$ cat src/rtl/rv32i_types.sv
// Shared types for the RV32 M-extension multiply/divide unit.
//   muldiv_op_t    : operation code, encoded as the RISC-V funct3 field
//   muldiv_state_t : control FSM states of muldiv_ctrl
// The helper functions classify an op so decode logic never needs to
// know the encoding.
package rv32i_types;

  typedef enum logic [2:0] {
    MD_MUL    = 3'd0,
    MD_MULH   = 3'd1,
    MD_MULHSU = 3'd2,
    MD_MULHU  = 3'd3,
    MD_DIV    = 3'd4,
    MD_DIVU   = 3'd5,
    MD_REM    = 3'd6,
    MD_REMU   = 3'd7
  } muldiv_op_t;

  typedef enum logic [1:0] {
    MD_IDLE,
    MD_CALC,
    MD_DONE
  } muldiv_state_t;

  function automatic logic md_is_div(input muldiv_op_t op);
    return op inside {MD_DIV, MD_DIVU, MD_REM, MD_REMU};
  endfunction

  function automatic logic md_is_rem(input muldiv_op_t op);
    return op inside {MD_REM, MD_REMU};
  endfunction

  // Operand a is signed for mulh, mulhsu, div and rem.
  function automatic logic md_signed_a(input muldiv_op_t op);
    return op inside {MD_MULH, MD_MULHSU, MD_DIV, MD_REM};
  endfunction

  // Operand b is signed for mulh, div and rem (mulhsu keeps b unsigned).
  function automatic logic md_signed_b(input muldiv_op_t op);
    return op inside {MD_MULH, MD_DIV, MD_REM};
  endfunction

endpackage

$ cat src/rtl/muldiv_ctrl_if.sv
// EX-stage <-> multiply/divide unit handshake.
//   i_start  : EX holds a valid M-extension instruction
//   i_op     : operation (muldiv_op_t)
//   i_a/i_b  : forwarded rs1/rs2 operands
//   i_kill   : branch flush of EX, abandons the operation in flight
//   i_hold   : external stall blocking the EX register latch
//   o_stall  : forces the EX stage register write enable low
//   o_done   : o_result is valid this cycle
//   o_result : result for the EX alu_out mux
// master = EX stage, slave = muldiv_ctrl.
interface muldiv_ctrl_if
  import rv32i_types::*;
#(
  parameter int XLEN = 32
);

  logic            i_start;
  muldiv_op_t      i_op;
  logic [XLEN-1:0] i_a;
  logic [XLEN-1:0] i_b;
  logic            i_kill;
  logic            i_hold;
  logic            o_stall;
  logic            o_done;
  logic [XLEN-1:0] o_result;

  modport master (
    output i_start, i_op, i_a, i_b, i_kill, i_hold,
    input  o_stall, o_done, o_result
  );

  modport slave (
    input  i_start, i_op, i_a, i_b, i_kill, i_hold,
    output o_stall, o_done, o_result
  );

endinterface

$ cat src/rtl/muldiv_iter.sv
// Radix-2 iterative datapath shared by multiply and divide.
//   clk, rst  : clock, synchronous active-high reset
//   i_load    : capture operand magnitudes (acc = {0, i_a}, divisor/multiplicand = i_b)
//   i_step    : perform one iteration
//   i_is_div  : 1 = restoring divide step, 0 = shift-add multiply step
//   i_a, i_b  : unsigned operand magnitudes
//   o_acc     : 64-bit accumulator; after 32 steps holds the product, or
//               {remainder, quotient} for a divide
module muldiv_iter #(
  parameter int XLEN = 32
) (
  input  logic              clk,
  input  logic              rst,
  input  logic              i_load,
  input  logic              i_step,
  input  logic              i_is_div,
  input  logic [XLEN-1:0]   i_a,
  input  logic [XLEN-1:0]   i_b,
  output logic [2*XLEN-1:0] o_acc
);

  logic [2*XLEN-1:0] acc_q, acc_d;
  logic [XLEN-1:0]   b_q, b_d;
  logic [XLEN:0]     add_sum;   // high half + multiplicand, with carry
  logic [XLEN:0]     rem_sh;    // partial remainder shifted left by one
  logic [XLEN-1:0]   rem_sub;   // fits in XLEN bits whenever rem_sh >= b

  // NOTE: every variable assigned here gets a default first, so no path
  // through the block can leave a value unassigned and infer a latch.
  always_comb begin
    acc_d   = acc_q;
    b_d     = b_q;
    add_sum = {1'b0, acc_q[2*XLEN-1:XLEN]} + {1'b0, b_q};
    rem_sh  = acc_q[2*XLEN-1:XLEN-1];
    rem_sub = rem_sh[XLEN-1:0] - b_q;

    if (i_load) begin
      acc_d = {{XLEN{1'b0}}, i_a};
      b_d   = i_b;
    end else if (i_step) begin
      if (i_is_div) begin
        // Restoring divide: shift in the next dividend bit, subtract if it fits.
        if (rem_sh >= {1'b0, b_q}) begin
          acc_d = {rem_sub, acc_q[XLEN-2:0], 1'b1};
        end else begin
          acc_d = {acc_q[2*XLEN-2:0], 1'b0};
        end
      end else begin
        // Shift-add multiply: the multiplier sits in the low half and is
        // consumed LSB first while the product grows in from the top.
        if (acc_q[0]) begin
          acc_d = {add_sum, acc_q[XLEN-1:1]};
        end else begin
          acc_d = {1'b0, acc_q[2*XLEN-1:1]};
        end
      end
    end
  end

  // NOTE: sequential state uses non-blocking assignments so every flop
  // samples its pre-edge value regardless of statement order.
  always_ff @(posedge clk) begin
    if (rst) begin
      acc_q <= '0;
      b_q   <= '0;
    end else begin
      acc_q <= acc_d;
      b_q   <= b_d;
    end
  end

  assign o_acc = acc_q;

endmodule

$ cat src/rtl/muldiv_ctrl.sv
// RV32 M-extension multiply/divide controller.
//   clk, rst : clock, synchronous active-high reset
//   bus      : muldiv_ctrl_if.slave (start/op/operands/kill/hold in,
//              stall/done/result out)
// Signed ops run on magnitudes in muldiv_iter for 32 cycles and the sign
// is fixed up in DONE. Divide by zero and signed overflow bypass the
// datapath and reach DONE one cycle after start. The EX stage ANDs its
// register write enable with !o_stall and selects o_result on alu_out.
module muldiv_ctrl
  import rv32i_types::*;
#(
  parameter int XLEN = 32
) (
  input logic          clk,
  input logic          rst,
  muldiv_ctrl_if.slave bus
);

  localparam logic [XLEN-1:0] INT_MIN = {1'b1, {(XLEN-1){1'b0}}};

  muldiv_state_t     state_q, state_d;
  logic [5:0]        cnt_q, cnt_d;
  muldiv_op_t        op_q, op_d;
  logic              neg_q, neg_d;        // negate the magnitude result in DONE
  logic              fast_q, fast_d;      // result comes from fast_res_q
  logic [XLEN-1:0]   fast_res_q, fast_res_d;

  logic              load, step, stall, done;
  logic [XLEN-1:0]   result;
  logic              sign_a, sign_b, div_zero, overflow;
  logic [XLEN-1:0]   a_mag, b_mag;
  logic [2*XLEN-1:0] acc, prod_fix;
  logic [XLEN-1:0]   quo_fix, rem_fix;

  muldiv_iter #(.XLEN(XLEN)) u_iter (
    .clk      (clk),
    .rst      (rst),
    .i_load   (load),
    .i_step   (step),
    .i_is_div (md_is_div(op_q)),
    .i_a      (a_mag),
    .i_b      (b_mag),
    .o_acc    (acc)
  );

  always_comb begin
    state_d    = state_q;
    cnt_d      = '0;
    op_d       = op_q;
    neg_d      = neg_q;
    fast_d     = fast_q;
    fast_res_d = fast_res_q;
    load       = 1'b0;
    step       = 1'b0;
    stall      = 1'b0;
    done       = 1'b0;
    result     = '0;

    sign_a   = md_signed_a(bus.i_op) & bus.i_a[XLEN-1];
    sign_b   = md_signed_b(bus.i_op) & bus.i_b[XLEN-1];
    a_mag    = sign_a ? -bus.i_a : bus.i_a;
    b_mag    = sign_b ? -bus.i_b : bus.i_b;
    div_zero = md_is_div(bus.i_op) && (bus.i_b == '0);
    overflow = (bus.i_op inside {MD_DIV, MD_REM}) && (bus.i_a == INT_MIN) && (bus.i_b == '1);

    prod_fix = neg_q ? -acc : acc;
    quo_fix  = neg_q ? -acc[XLEN-1:0] : acc[XLEN-1:0];
    rem_fix  = neg_q ? -acc[2*XLEN-1:XLEN] : acc[2*XLEN-1:XLEN];

    case (state_q)
      MD_IDLE: begin
        if (bus.i_start && !bus.i_kill) begin
          stall      = 1'b1;
          load       = 1'b1;
          op_d       = bus.i_op;
          // Remainder follows the dividend; product and quotient follow a^b.
          neg_d      = md_is_rem(bus.i_op) ? sign_a : (sign_a ^ sign_b);
          fast_d     = div_zero | overflow;
          if (div_zero) begin
            fast_res_d = md_is_rem(bus.i_op) ? bus.i_a : '1;
          end else begin
            fast_res_d = md_is_rem(bus.i_op) ? '0 : INT_MIN;
          end
          state_d    = (div_zero | overflow) ? MD_DONE : MD_CALC;
        end
      end
      MD_CALC: begin
        stall = 1'b1;
        step  = 1'b1;
        cnt_d = cnt_q + 6'd1;
        if (cnt_q == 6'd31) state_d = MD_DONE;
      end
      MD_DONE: begin
        done = 1'b1;
        if (fast_q) begin
          result = fast_res_q;
        end else begin
          case (op_q)
            MD_MUL:                      result = prod_fix[XLEN-1:0];
            MD_MULH, MD_MULHSU, MD_MULHU: result = prod_fix[2*XLEN-1:XLEN];
            MD_DIV, MD_DIVU:             result = quo_fix;
            default:                     result = rem_fix;
          endcase
        end
        if (!bus.i_hold) state_d = MD_IDLE;
      end
      default: state_d = MD_IDLE;
    endcase

    // A flush discards whatever is in flight, including a result that
    // would otherwise be presented this cycle.
    if (bus.i_kill) begin
      state_d = MD_IDLE;
      cnt_d   = '0;
      done    = 1'b0;
      result  = '0;
    end
  end

  always_ff @(posedge clk) begin
    if (rst) begin
      state_q    <= MD_IDLE;
      cnt_q      <= '0;
      op_q       <= MD_MUL;
      neg_q      <= 1'b0;
      fast_q     <= 1'b0;
      fast_res_q <= '0;
    end else begin
      state_q    <= state_d;
      cnt_q      <= cnt_d;
      op_q       <= op_d;
      neg_q      <= neg_d;
      fast_q     <= fast_d;
      fast_res_q <= fast_res_d;
    end
  end

  assign bus.o_stall  = stall;
  assign bus.o_done   = done;
  assign bus.o_result = result;

endmodule

$ cat src/flat_wrapper.sv
// flat-port wrapper written by rule: the top's interface ports become plain ports
module muldiv_ctrl_flat import rv32i_types::*;
#(
  parameter int XLEN = 32
)
  (clk, rst, bus_i_start, bus_i_op, bus_i_a, bus_i_b, bus_i_kill, bus_i_hold, bus_o_stall, bus_o_done, bus_o_result);
  muldiv_ctrl_if #(.XLEN(XLEN)) bus_i ();
  input logic clk;
  input logic rst;
  input wire logic [$bits(bus_i.i_start)-1:0] bus_i_start;
  input wire logic [$bits(bus_i.i_op)-1:0] bus_i_op;
  input wire logic [$bits(bus_i.i_a)-1:0] bus_i_a;
  input wire logic [$bits(bus_i.i_b)-1:0] bus_i_b;
  input wire logic [$bits(bus_i.i_kill)-1:0] bus_i_kill;
  input wire logic [$bits(bus_i.i_hold)-1:0] bus_i_hold;
  output wire logic [$bits(bus_i.o_stall)-1:0] bus_o_stall;
  output wire logic [$bits(bus_i.o_done)-1:0] bus_o_done;
  output wire logic [$bits(bus_i.o_result)-1:0] bus_o_result;
  assign bus_i.i_start = bus_i_start;
  assign bus_i.i_op = bus_i_op;
  assign bus_i.i_a = bus_i_a;
  assign bus_i.i_b = bus_i_b;
  assign bus_i.i_kill = bus_i_kill;
  assign bus_i.i_hold = bus_i_hold;
  assign bus_o_stall = bus_i.o_stall;
  assign bus_o_done = bus_i.o_done;
  assign bus_o_result = bus_i.o_result;
  muldiv_ctrl #(.XLEN(XLEN)) u_core (.clk(clk), .rst(rst), .bus(bus_i));
endmodule
$ cat config.mk
export PLATFORM = sky130hd
export DESIGN_NAME = muldiv_ctrl_flat
export DESIGN_NICKNAME = d
export VERILOG_FILES = /design/src/rtl/rv32i_types.sv /design/src/rtl/muldiv_ctrl_if.sv /design/src/rtl/muldiv_iter.sv /design/src/rtl/muldiv_ctrl.sv /design/src/flat_wrapper.sv
export SDC_FILE = /design/constraint.sdc
export NUM_CORES = 1
export LEC_CHECK = 0
export BUFFER_PORTS_ARGS = -buffer_cell sky130_fd_sc_hd__buf_4
export CORE_ASPECT_RATIO = 1.75
export CORE_MARGIN = 2
export CORE_UTILIZATION = 50
export DETAILED_ROUTE_END_ITERATION = 10
export HOLD_SLACK_MARGIN = 0.12
export PLACE_DENSITY = 0.71
export SYNTH_ARGS = -nofsm -noshare
export SYNTH_HDL_FRONTEND = slang
export SYNTH_SLANG_ARGS = --single-unit
$ cat constraint.sdc
create_clock -name clk -period 3.53 [get_ports clk]
set_input_delay 0.706 -clock clk [delete_from_list [all_inputs] [get_ports clk]]
set_output_delay 0.706 -clock clk [all_outputs]
set_load 0.02 [all_outputs]
; Yosys cells after proc, flatten, opt, wreduce, memory -nomap -nowiden
; Cells that the tools add are included.
[totals]
ff_bits = 141
inputBits = 72
output_inout_bits = 34
wordCells = 95
[classes]
addsub = 8
magnitude_cmp = 1
eq_ne = 21
mux = 29
n_bitwise = 5
reduce_logical = 22
[ops]
columns = cell, count
row1 = $mux W32, 12
row2 = $mux W64, 4
row3 = $neg A32 Y32, 4
row4 = $pmux W32 S3, 1
row5 = $eq A32 B32 Y1 const B, 2
row6 = $neg A64 Y64, 1
row7 = $add A32 B32 Y33, 1
row8 = $ge A33 B32 Y1, 1
row9 = $logic_not A32 Y1, 1
row10 = $sub A32 B32 Y32, 1
row11 = $eq A3 B3 Y1 const B, 8
row12 = $reduce_bool A4 Y1, 3
row13 = $eq A3 B2 Y1 const B, 3
row14 = $mux W2, 4
row15 = $add A6 B1 Y6 const B, 1
row16 = $eq A3 B1 Y1 const B, 2
row17 = $eq A6 B5 Y1 const B, 1
row18 = $mux W1, 6
row19 = $pmux W2 S3, 1
row20 = $reduce_bool A2 Y1, 3
row21 = $reduce_or A2 Y1, 3
row22 = $reduce_or A3 Y1, 2
row23 = $logic_and A1 B1 Y1, 4
row24 = $ne A2 B1 Y1 const B, 2
row25 = 14 further kinds, 15

; Depth between registers and ports, before layout
; Gate-level depths: netlist (run 1).
[logic_depth]
depth_word = 8
mapped_depth = 14
depth_no_buf = 12

; By module
; From an unflattened synthesis (run 1), not the netlist that was laid out.
[unflattened]
cells_unflattened = 2052
hier_area_um2 = 14662.8
[by_module_without_submodules]
columns = module, instances, cells_per_inst, area_per_inst_um2, seq_area_each_um2
row1 = muldiv_iter, 1, 1104, 8414.3, 1921.8
row2 = muldiv_ctrl, 1, 948, 6248.5, 900.9

; Worst setup path after synthesis (run 1)
; No wires, ideal clock.
[synth_path]
path_kind = register to output
start = reg u_core.u_iter.acc_q[0] (netlist: u_core.u_iter.o_acc[0])
end = out bus_o_result[26]
arrival_time_ns = 3.130
required_time_ns = 2.824
setup_slack_ns = -0.306
stages_incl_launch_ff = 11
path_buffers = 1
path_cell_list = dfxtp_1 inv_1 clkbuf_1 ha_1 nor3b_1 and4b_1 nand3_1 o41ai_1 xnor2_1 nand2_1 a221oi_1
[synth_between]
elab_chain_cells = 6
word_cells_on_any_way = 8
classes_between = add/sub (2) / mux (6)
[synth_lines]
columns = item, line_no
row1 = "start, declared", muldiv_iter.sv:22  ; logic [2*XLEN-1:0] acc_q, acc_d;
row2 = "start signal, assigned", muldiv_iter.sv:64  ; acc_q <= '0;
row3 = "start signal, assigned", muldiv_iter.sv:67  ; acc_q <= acc_d;
row4 = $neg A64 Y64 / $neg A32 Y32 (equally long branches), "muldiv_ctrl.sv:66, muldiv_ctrl.sv:67"
row5 = $mux W64 / $mux W32 (equally long branches), "muldiv_ctrl.sv:66, muldiv_ctrl.sv:67"
row6 = $pmux W32 S3 (*), muldiv_ctrl.sv:98  ; case (op_q)
row7 = $mux W32 (*), muldiv_ctrl.sv:95  ; if (fast_q) begin
row8 = $mux W32 (*), muldiv_ctrl.sv:70  ; case (state_q)
row9 = $mux W32 (*), muldiv_ctrl.sv:112  ; if (bus.i_kill) begin
row10 = "end, declared", flat_wrapper.sv:18  ; output wire logic [$bits(bus_i.o_result)-1:0] bus_o_result;
; Every way passes the cells marked *; elsewhere a longest branch is shown, timed or not.

; Worst setup path after layout (run 1)
[layout_path]
start = reg u_core.u_iter.acc_q[32] (netlist: u_core.u_iter.o_acc[32])
end = out bus_o_result[26]
[layout_between]
elab_chain_cells = 6
word_cells_on_any_way = 8
classes_between = add/sub (2) / mux (6)
[layout_lines]
columns = item, line_no
row1 = $neg A64 Y64 / $neg A32 Y32 (equally long branches), "muldiv_ctrl.sv:66, muldiv_ctrl.sv:68"
row2 = $mux W64 / $mux W32 (equally long branches), "muldiv_ctrl.sv:66, muldiv_ctrl.sv:68"
row3 = $pmux W32 S3 (*), muldiv_ctrl.sv:98
row4 = $mux W32 (*), muldiv_ctrl.sv:95
row5 = $mux W32 (*), muldiv_ctrl.sv:70
row6 = $mux W32 (*), muldiv_ctrl.sv:112
; Marked as above.

==> results.cfg, run 1 <==
[timing]
setup_repair_after_global_routing_missed_its_margin = yes
worst_rel_slew_slack_pct = 41.4
hold_violations = 0
final.setup.worst_slack_ns = -0.566
setup_viol = 32
clock_skew_ns = 0.0109
maxSlewViolCount = 0
maxClockFrequency_mhz = 244
fin_crit_sh_pct = 116
worst-slew-pin-transition_ns = 0.876
fin_crit_period_ns = 4.10

[layout]
register_area_um2 = 2840
nNetsFinal = 2340
ratio_of_cells_with_drive_above_1_in_the_final_layout_pct = 26.3
filler_cell_count = 2494
stdcell_area_um2 = 18500
final_core_density_pct = 66.3
area_used_by_multi_input_combinational_logic_um2 = 11400
syn_to_final_growth_pct = 31.3

[power]
power_leakage_nw = 7.69
power_density_nw_per_um2 = 308
ir_drop_uv = 395

[synth]
syn_area_per_cell_um2 = 7.16
ys_async_sr_fraction_pct = 0
synth_most_common_cell = nor2_1
synthesis.area_um2 = 14100
postSynthNetCount = 2110
number_of_unique_standard_cell_types_used_by_synthesis = 76
edff_count_synth = 0
synth.top_cells.by_area = dfxtp_1 20%, ha_1 6.2%, a21oi_1 6.0%
synthDominantCellAreaShare_pct = 20.1
yosys-top-cells-count = 198 x nor2_1, 176 x nand2_1, 168 x a21oi_1
synth.largest_area_cell = dfxtp_1
postSynthRegisterBits = 141
ys_dominant_reg_cell = dfxtp_1
yosysSeqAreaShare_pct = 20.1
post_synth_inst_count = 1966
ys_warn_count = 0

[clocking]
number_of_sinks_on_the_clock_net = 141
cts_buffer_depth = 2
root_buffer = clkbuf_16
clk_transition_reported_paths_ns = 0.07
cts.htree.levels = 4
source_to_sink_clock_delay_at_the_later_pin_of_the_worst_skew_pair_ns = 0.46
cts_tree = yes
numCtsBuffers = 17

[critical_path]
max_stage_delay_ns = 0.45
start_kind = flop
cp_num_cells = 12
worstPathMaxFanout = 4
crit_path_cell_trace = buf_4 > buf_6 > inv_4 > ha_4 > or3b_4 > or3_4 > or3_4 > o21ai_2 > xnor2_1 > a221oi_2 > a221oi_2 > buf_4
cp.buffers_inverters = 4
reg2regPathDepth = 14
worstPathArrival_ns = 3.39
cp_class = flop to output pin
crit_path_top_delay_cell = or3_4
required_time_of_the_worst_setup_path_ns = 2.82
cp_capture_type = output pin
critical_path.top_delay_family = simple AND/OR/NAND/NOR gates

[route]
antenna_violating_nets_post_route = 0
routed_wl_um = 62000
post_drt_via_cell_ratio = 6.46
drt-initial-drc-count = 1349
drt_pass1_iterations = 8
remaining_drc_errors = 0
detail_route.wl_per_cell_um = 24.0
routed_via_count = 16700

[hold_path]
min_delay_path_depth = 2
timing.hold.worst.class = input port to flop

[outcome]
violations = negative setup slack
outcome = finished, violations left

[floorplanning]
dieHeight_um = 226
start_util_pct = 50.5
floorplan.die.width_um = 131
io-pin-count = 106
dieArea_um2 = 29600
core_area_um2 = 27900
placement_rows = 81

[global_route]
grt-ovfl-total = 0
grt_pass1_vias = 16500
global_route.usage.total_pct = 41.8
grt_first_pass_wirelength_um = 92600
grt_max_degree = 121
antenna_found_initial = 1

[flow_run]
max_cap_violations = 0

[place]
gp_congestion = 1.08
post_dp_cell_area_um2 = 16600
port-buffer-count = 105
post-place-ws_ns = -0.108
hpwl_um = 46400
[registers in the layout, summed over array words and instances (netlist names)]
| register | count |
|---|---|
| u_core.cnt_q | 6 |
| u_core.fast_q | 1 |
| u_core.state_q | 2 |
| u_core.fast_res_q | 32 |
| u_core.u_iter.b_q | 32 |
| u_core.u_iter.o_acc | 64 |
| u_core.op_q | 3 |
| u_core.neg_q | 1 |
[worst reg2reg max path: cells and delay by family, from the launching register on]
family          cells  cell delay, ns
compound gates      4            0.98
fa+ha+maj           1            0.31
buf+inv             4            0.62
flops               1            0.32
mux                 2            0.57
simple gates        3            0.54
[what timing repair did]
item / 4_1_cts / 5_1_grt
setup endpoints to repair: 33 / 45
pin swaps: 39 / 70
resized for setup: 92 / 150
hold buffers: 0 / 0
buffers inserted: 14 / 11
cloned: 0 / 0
[final cells by class]
class | count | share of cell area [%]
Clock buffer | 18 | 2.44
Multi-Input combinational cell | 1603 | 61.6
Timing Repair Buffer | 361 | 15.7
Antenna cell | 1 | 0.0135
Tap cell | 373 | 2.53
Sequential cell | 141 | 15.4
Clock inverter | 14 | 0.874
Inverter | 72 | 1.49
[per-layer routing]
metal | routed length, um | vias up | GRT usage (%)
li1 | - | 7695 | -
met1 | 21100 | 7817 | 41.6
met2 | 29700 | 827 | 70.6
met3 | 3620 | 348 | 7.04
met4 | 7610 | 0 | 41.9
met5 | 0 | - | 0
[final timing paths]
| check | end | startpoint | slack (ns) |
|---|---|---|---|
| setup reg to reg | u_core.u_iter.o_acc[46] | u_core.u_iter.o_acc[32] | 0.10 |
| hold / removal | u_core.state_q[1] | bus_i_kill | 0.44 |
| hold reg to reg | u_core.fast_res_q[15] | u_core.fast_res_q[15] | 0.45 |
| setup / recovery | bus_o_result[26] | u_core.u_iter.o_acc[32] | -0.57 |
[logic make-up (layout without fill, tap and decap cells)]
kind of cell	Yosys count	after routing	share of synthesized area, %
AO/OA/AOI/OAI	687	687	31.8
AND/OR/NAND/NOR	617	617	20.8
buffers and inverters	222	465	6.08
XOR/XNOR	163	163	10.1
flip-flops	141	141	20.1
adder cells (fa/ha/maj)	72	72	6.51
multiplexers	64	64	4.63
other	0	1	0
[where the power goes]
part / internal [mW] / switching (mW)
Clock: 1.05 / 0.865
Sequential: 1.66 / 0.0858
Combinational: 0.835 / 1.19
Total: 3.54 / 2.14
[placed cells by master, fill, tap and decap left out, types with 13 or more instances in the layout]
cell / synthesis / layout
buf_4: 1 / 323
nor2_1: 198 / 188
nand2_1: 176 / 170
a21oi_1: 168 / 146
dfxtp_1: 141 / 131
o21ai_0: 150 / 127
a211oi_1: 98 / 91
xnor2_1: 92 / 90
inv_1: 71 / 69
xor2_1: 71 / 68
ha_1: 70 / 68
mux2i_1: 55 / 55
nand3_1: 41 / 40
a21o_1: 38 / 38
nor3_1: 41 / 36
buf_6: 1 / 33
o31ai_1: 39 / 31
or3_1: 34 / 27
nand4_1: 22 / 22
o21ai_1: 8 / 19
clkbuf_16: 0 / 18
a21oi_2: 0 / 17
o211ai_1: 17 / 17
a31oi_1: 19 / 16
a221oi_2: 0 / 14
nand2b_1: 17 / 14
a22o_1: 13 / 13
[through the flow]
step | std cells | hold WS [ns] | TNS [ns] | total power [mW]
3_5_place_dp | 2531 | 0.437 | -0.934 | 3.53
5_1_grt | 2582 | 0.441 | -12.63 | 5.86
2_1_floorplan | 1966 | 0.418 | -0.190 | 2.81
6_report | 2583 | 0.438 | -10.34 | 5.68
4_1_cts | 2575 | 0.424 | -10.49 | 5.51
3_3_place_gp | 2531 | 0.429 | -0.721 | 3.52
No activity file was read; power rests on OpenSTA's default activity.
==> run 2, diff against run 1 <==
--- a/config.mk
+++ b/config.mk
@@ -12,6 +12,7 @@
 export DETAILED_ROUTE_END_ITERATION = 10
 export HOLD_SLACK_MARGIN = 0.12
 export PLACE_DENSITY = 0.71
+export SETUP_SLACK_MARGIN = 0.02
 export SYNTH_ARGS = -nofsm -noshare
 export SYNTH_HDL_FRONTEND = slang
 export SYNTH_SLANG_ARGS = --single-unit
==> run 2 against run 1 <==
Effect of this change:
- the flow still finishes with violations (negative setup slack)
- worst setup slack better by 0.011 ns
- non-clock buffer count up 6
- clock-buffer cell count stayed put
- clock skew rose by 0.0047 ns
- cell area decreased by 0.28%
- clock power fell by 5%
- global-route usage grew 0.72 points
==> results.cfg, run 2 (synthesis gave the netlist of run 1 again) <==
[layout]
syn_to_final_growth_pct = 30.9
mostFrequentLayoutCell = buf_4
largest_register_ff_count = 64
ratio_of_cells_with_drive_above_1_in_the_final_layout_pct = 25.9
nNetsFinal = 2346
final_cell_mix = 322 x buf_4, 191 x nor2_1, 172 x nand2_1, 153 x a21oi_1, 129 x dfxtp_1
final_core_density_pct = 66.1

[outcome]
outcome = finished, violations left
violations = negative setup slack

[critical_path]
required_time_of_the_worst_setup_path_ns = 2.82
worstPathArrival_ns = 3.38
crit_path_cell_trace = or4_4 > or2_4 > or3_4 > or4_4 > buf_4 > buf_6 > nand2_1 > xor2_1 > a221oi_1 > a22o_1 > buf_6
critical_path.top_delay_family = simple AND/OR/NAND/NOR gates
crit_path_top_delay_cell = or4_4
cp.buffers_inverters = 3
max_stage_delay_ns = 0.53
cp_capture_type = output pin
cp_class = flop to output pin
start_kind = flop
worstPathMaxFanout = 2

[flow_run]
max_cap_violations = 0

[place]
hpwl_um = 47600
post-place-ws_ns = -0.173
gp_congestion = 1.08
port-buffer-count = 105

[route]
remaining_drc_errors = 0
post_drt_via_cell_ratio = 6.38
drt-initial-drc-count = 1225
routed_via_count = 16500
drt_pass1_iterations = 5
wl_met2_um = 29700
highest_layer = met4
m1WireLength_um = 20900
detail_route.wl_per_cell_um = 24.5
routed_wl_um = 63400
met3_length_um = 4800
antenna_violating_nets_post_route = 0

[floorplanning]
dieArea_um2 = 29600
start_util_pct = 50.5
io-pin-count = 106
core_area_um2 = 27900
floorplan.die.width_um = 131
placement_rows = 81
dieHeight_um = 226

[power]
power_density_nw_per_um2 = 304
ir_drop_uv = 361
power.share.clock_pct = 32.7
power_leakage_nw = 7.71
netSwitchingFraction_pct = 37.6
internal_power_mw = 3.50
net-switching-power_mw = 2.11
power.share.combinational_pct = 36.0
p_seq_share_pct = 31.3

[clocking]
root_buffer = clkbuf_16
numCtsBuffers = 17
postCtsHoldBufs = 0
source_to_sink_clock_delay_at_the_later_pin_of_the_worst_skew_pair_ns = 0.45
clk_transition_reported_paths_ns = 0.07
cts_buffer_depth = 2
cts.htree.levels = 4
cts_tree = yes
number_of_sinks_on_the_clock_net = 141

[timing]
clock_skew_ns = 0.0156
hold_violations = 0
setup-tns-final_ns = -10.24
setup_repair_after_global_routing_missed_its_margin = yes
fin_crit_sh_pct = 116
final.setup.worst_slack_ns = -0.555
worst_rel_slew_slack_pct = 41.2
worst-slew-pin-transition_ns = 0.875
fin_crit_period_ns = 4.08
maxSlewViolCount = 0
setup_viol = 32
maxClockFrequency_mhz = 245

[hold_path]
timing.hold.worst.class = flop to flop

[global_route]
grt_pass1_vias = 16200
antenna_found_initial = 2
global_route.usage.total_pct = 42.5
grt_first_pass_wirelength_um = 93400
grt-ovfl-total = 0
grt_max_degree = 121
run 2: changes by cell type in the layout (fill, tap and decap cells not counted), moves of 3 or more:
| cell | previous run | this run |
|---|---|---|
| buf_6 | 33 | 39 |
| a21oi_1 | 146 | 153 |
| nor3_1 | 36 | 33 |
| a21oi_2 | 17 | 11 |
| nor2_1 | 188 | 191 |
| nor2_4 | 5 | 2 |
| nand3_2 | 0 | 3 |
run 2: metal layers:
layer	global-route usage [%]	up-vias
li1	-	7698
met1	41.3	7699
met2	69.0	801
met3	10.2	326
met4	46.1	0
met5	0	-
run 2: layout make-up:
type | instances | area, um^2
fill | 2495 | 9450
sequential | 141 | 2840
timing repair buffer | 367 | 2980
inverter | 72 | 275
tap | 373 | 467
clock inverter | 14 | 146
clock buffer | 18 | 429
antenna | 1 | 2.50
multi-input combinational | 1603 | 11300
run 2: power groups by stage:
| stage | Clock (mW) | Sequential, mW | Combinational (mW) |
|---|---|---|---|
| after floorplan | 0 | 1.74 | 1.07 |
| after global placement | 0 | 1.77 | 1.75 |
| after detailed placement | 0 | 1.77 | 1.77 |
| after CTS | 1.85 | 1.74 | 1.85 |
| after global routing | 1.91 | 1.75 | 2.15 |
| final | 1.83 | 1.75 | 2.02 |
run 2: path summary, 6_finish.rpt:
check / from / to / slack, ns / depth (start not counted)
setup / recovery: u_core.u_iter.o_acc[32] / bus_o_result[17] / -0.55 / 11
hold / removal: u_core.fast_res_q[28] / u_core.fast_res_q[28] / 0.45 / 2
hold reg to reg: u_core.fast_res_q[28] / u_core.fast_res_q[28] / 0.45 / 2
setup reg to reg: u_core.u_iter.o_acc[32] / u_core.u_iter.o_acc[63] / 0.10 / 14
run 2: worst min-delay path: cells and delay by family (launching register included):
kind | cells | cell delay (ns)
compound gates | 1 | 0.05
simple gates | 1 | 0.05
flops | 1 | 0.31
run 2: repair_timing:
action	in CTS	in global routing
gates resized for setup	75	148
endpoints found under the setup margin	35	55
buffers inserted	10	22
pin swaps	37	74
run 2: per-stage QoR:
| stage | power, mW | hold WS [ns] | instance area (um^2) | instances |
|---|---|---|---|---|
| after floorplan | 2.81 | 0.418 | 14100 | 1966 |
| after global placement | 3.52 | 0.428 | 16600 | 2528 |
| after detailed placement | 3.54 | 0.438 | 16600 | 2528 |
| after CTS | 5.44 | 0.438 | 17600 | 2570 |
| after global routing | 5.81 | 0.452 | 18400 | 2588 |
| final | 5.61 | 0.451 | 18400 | 2589 |
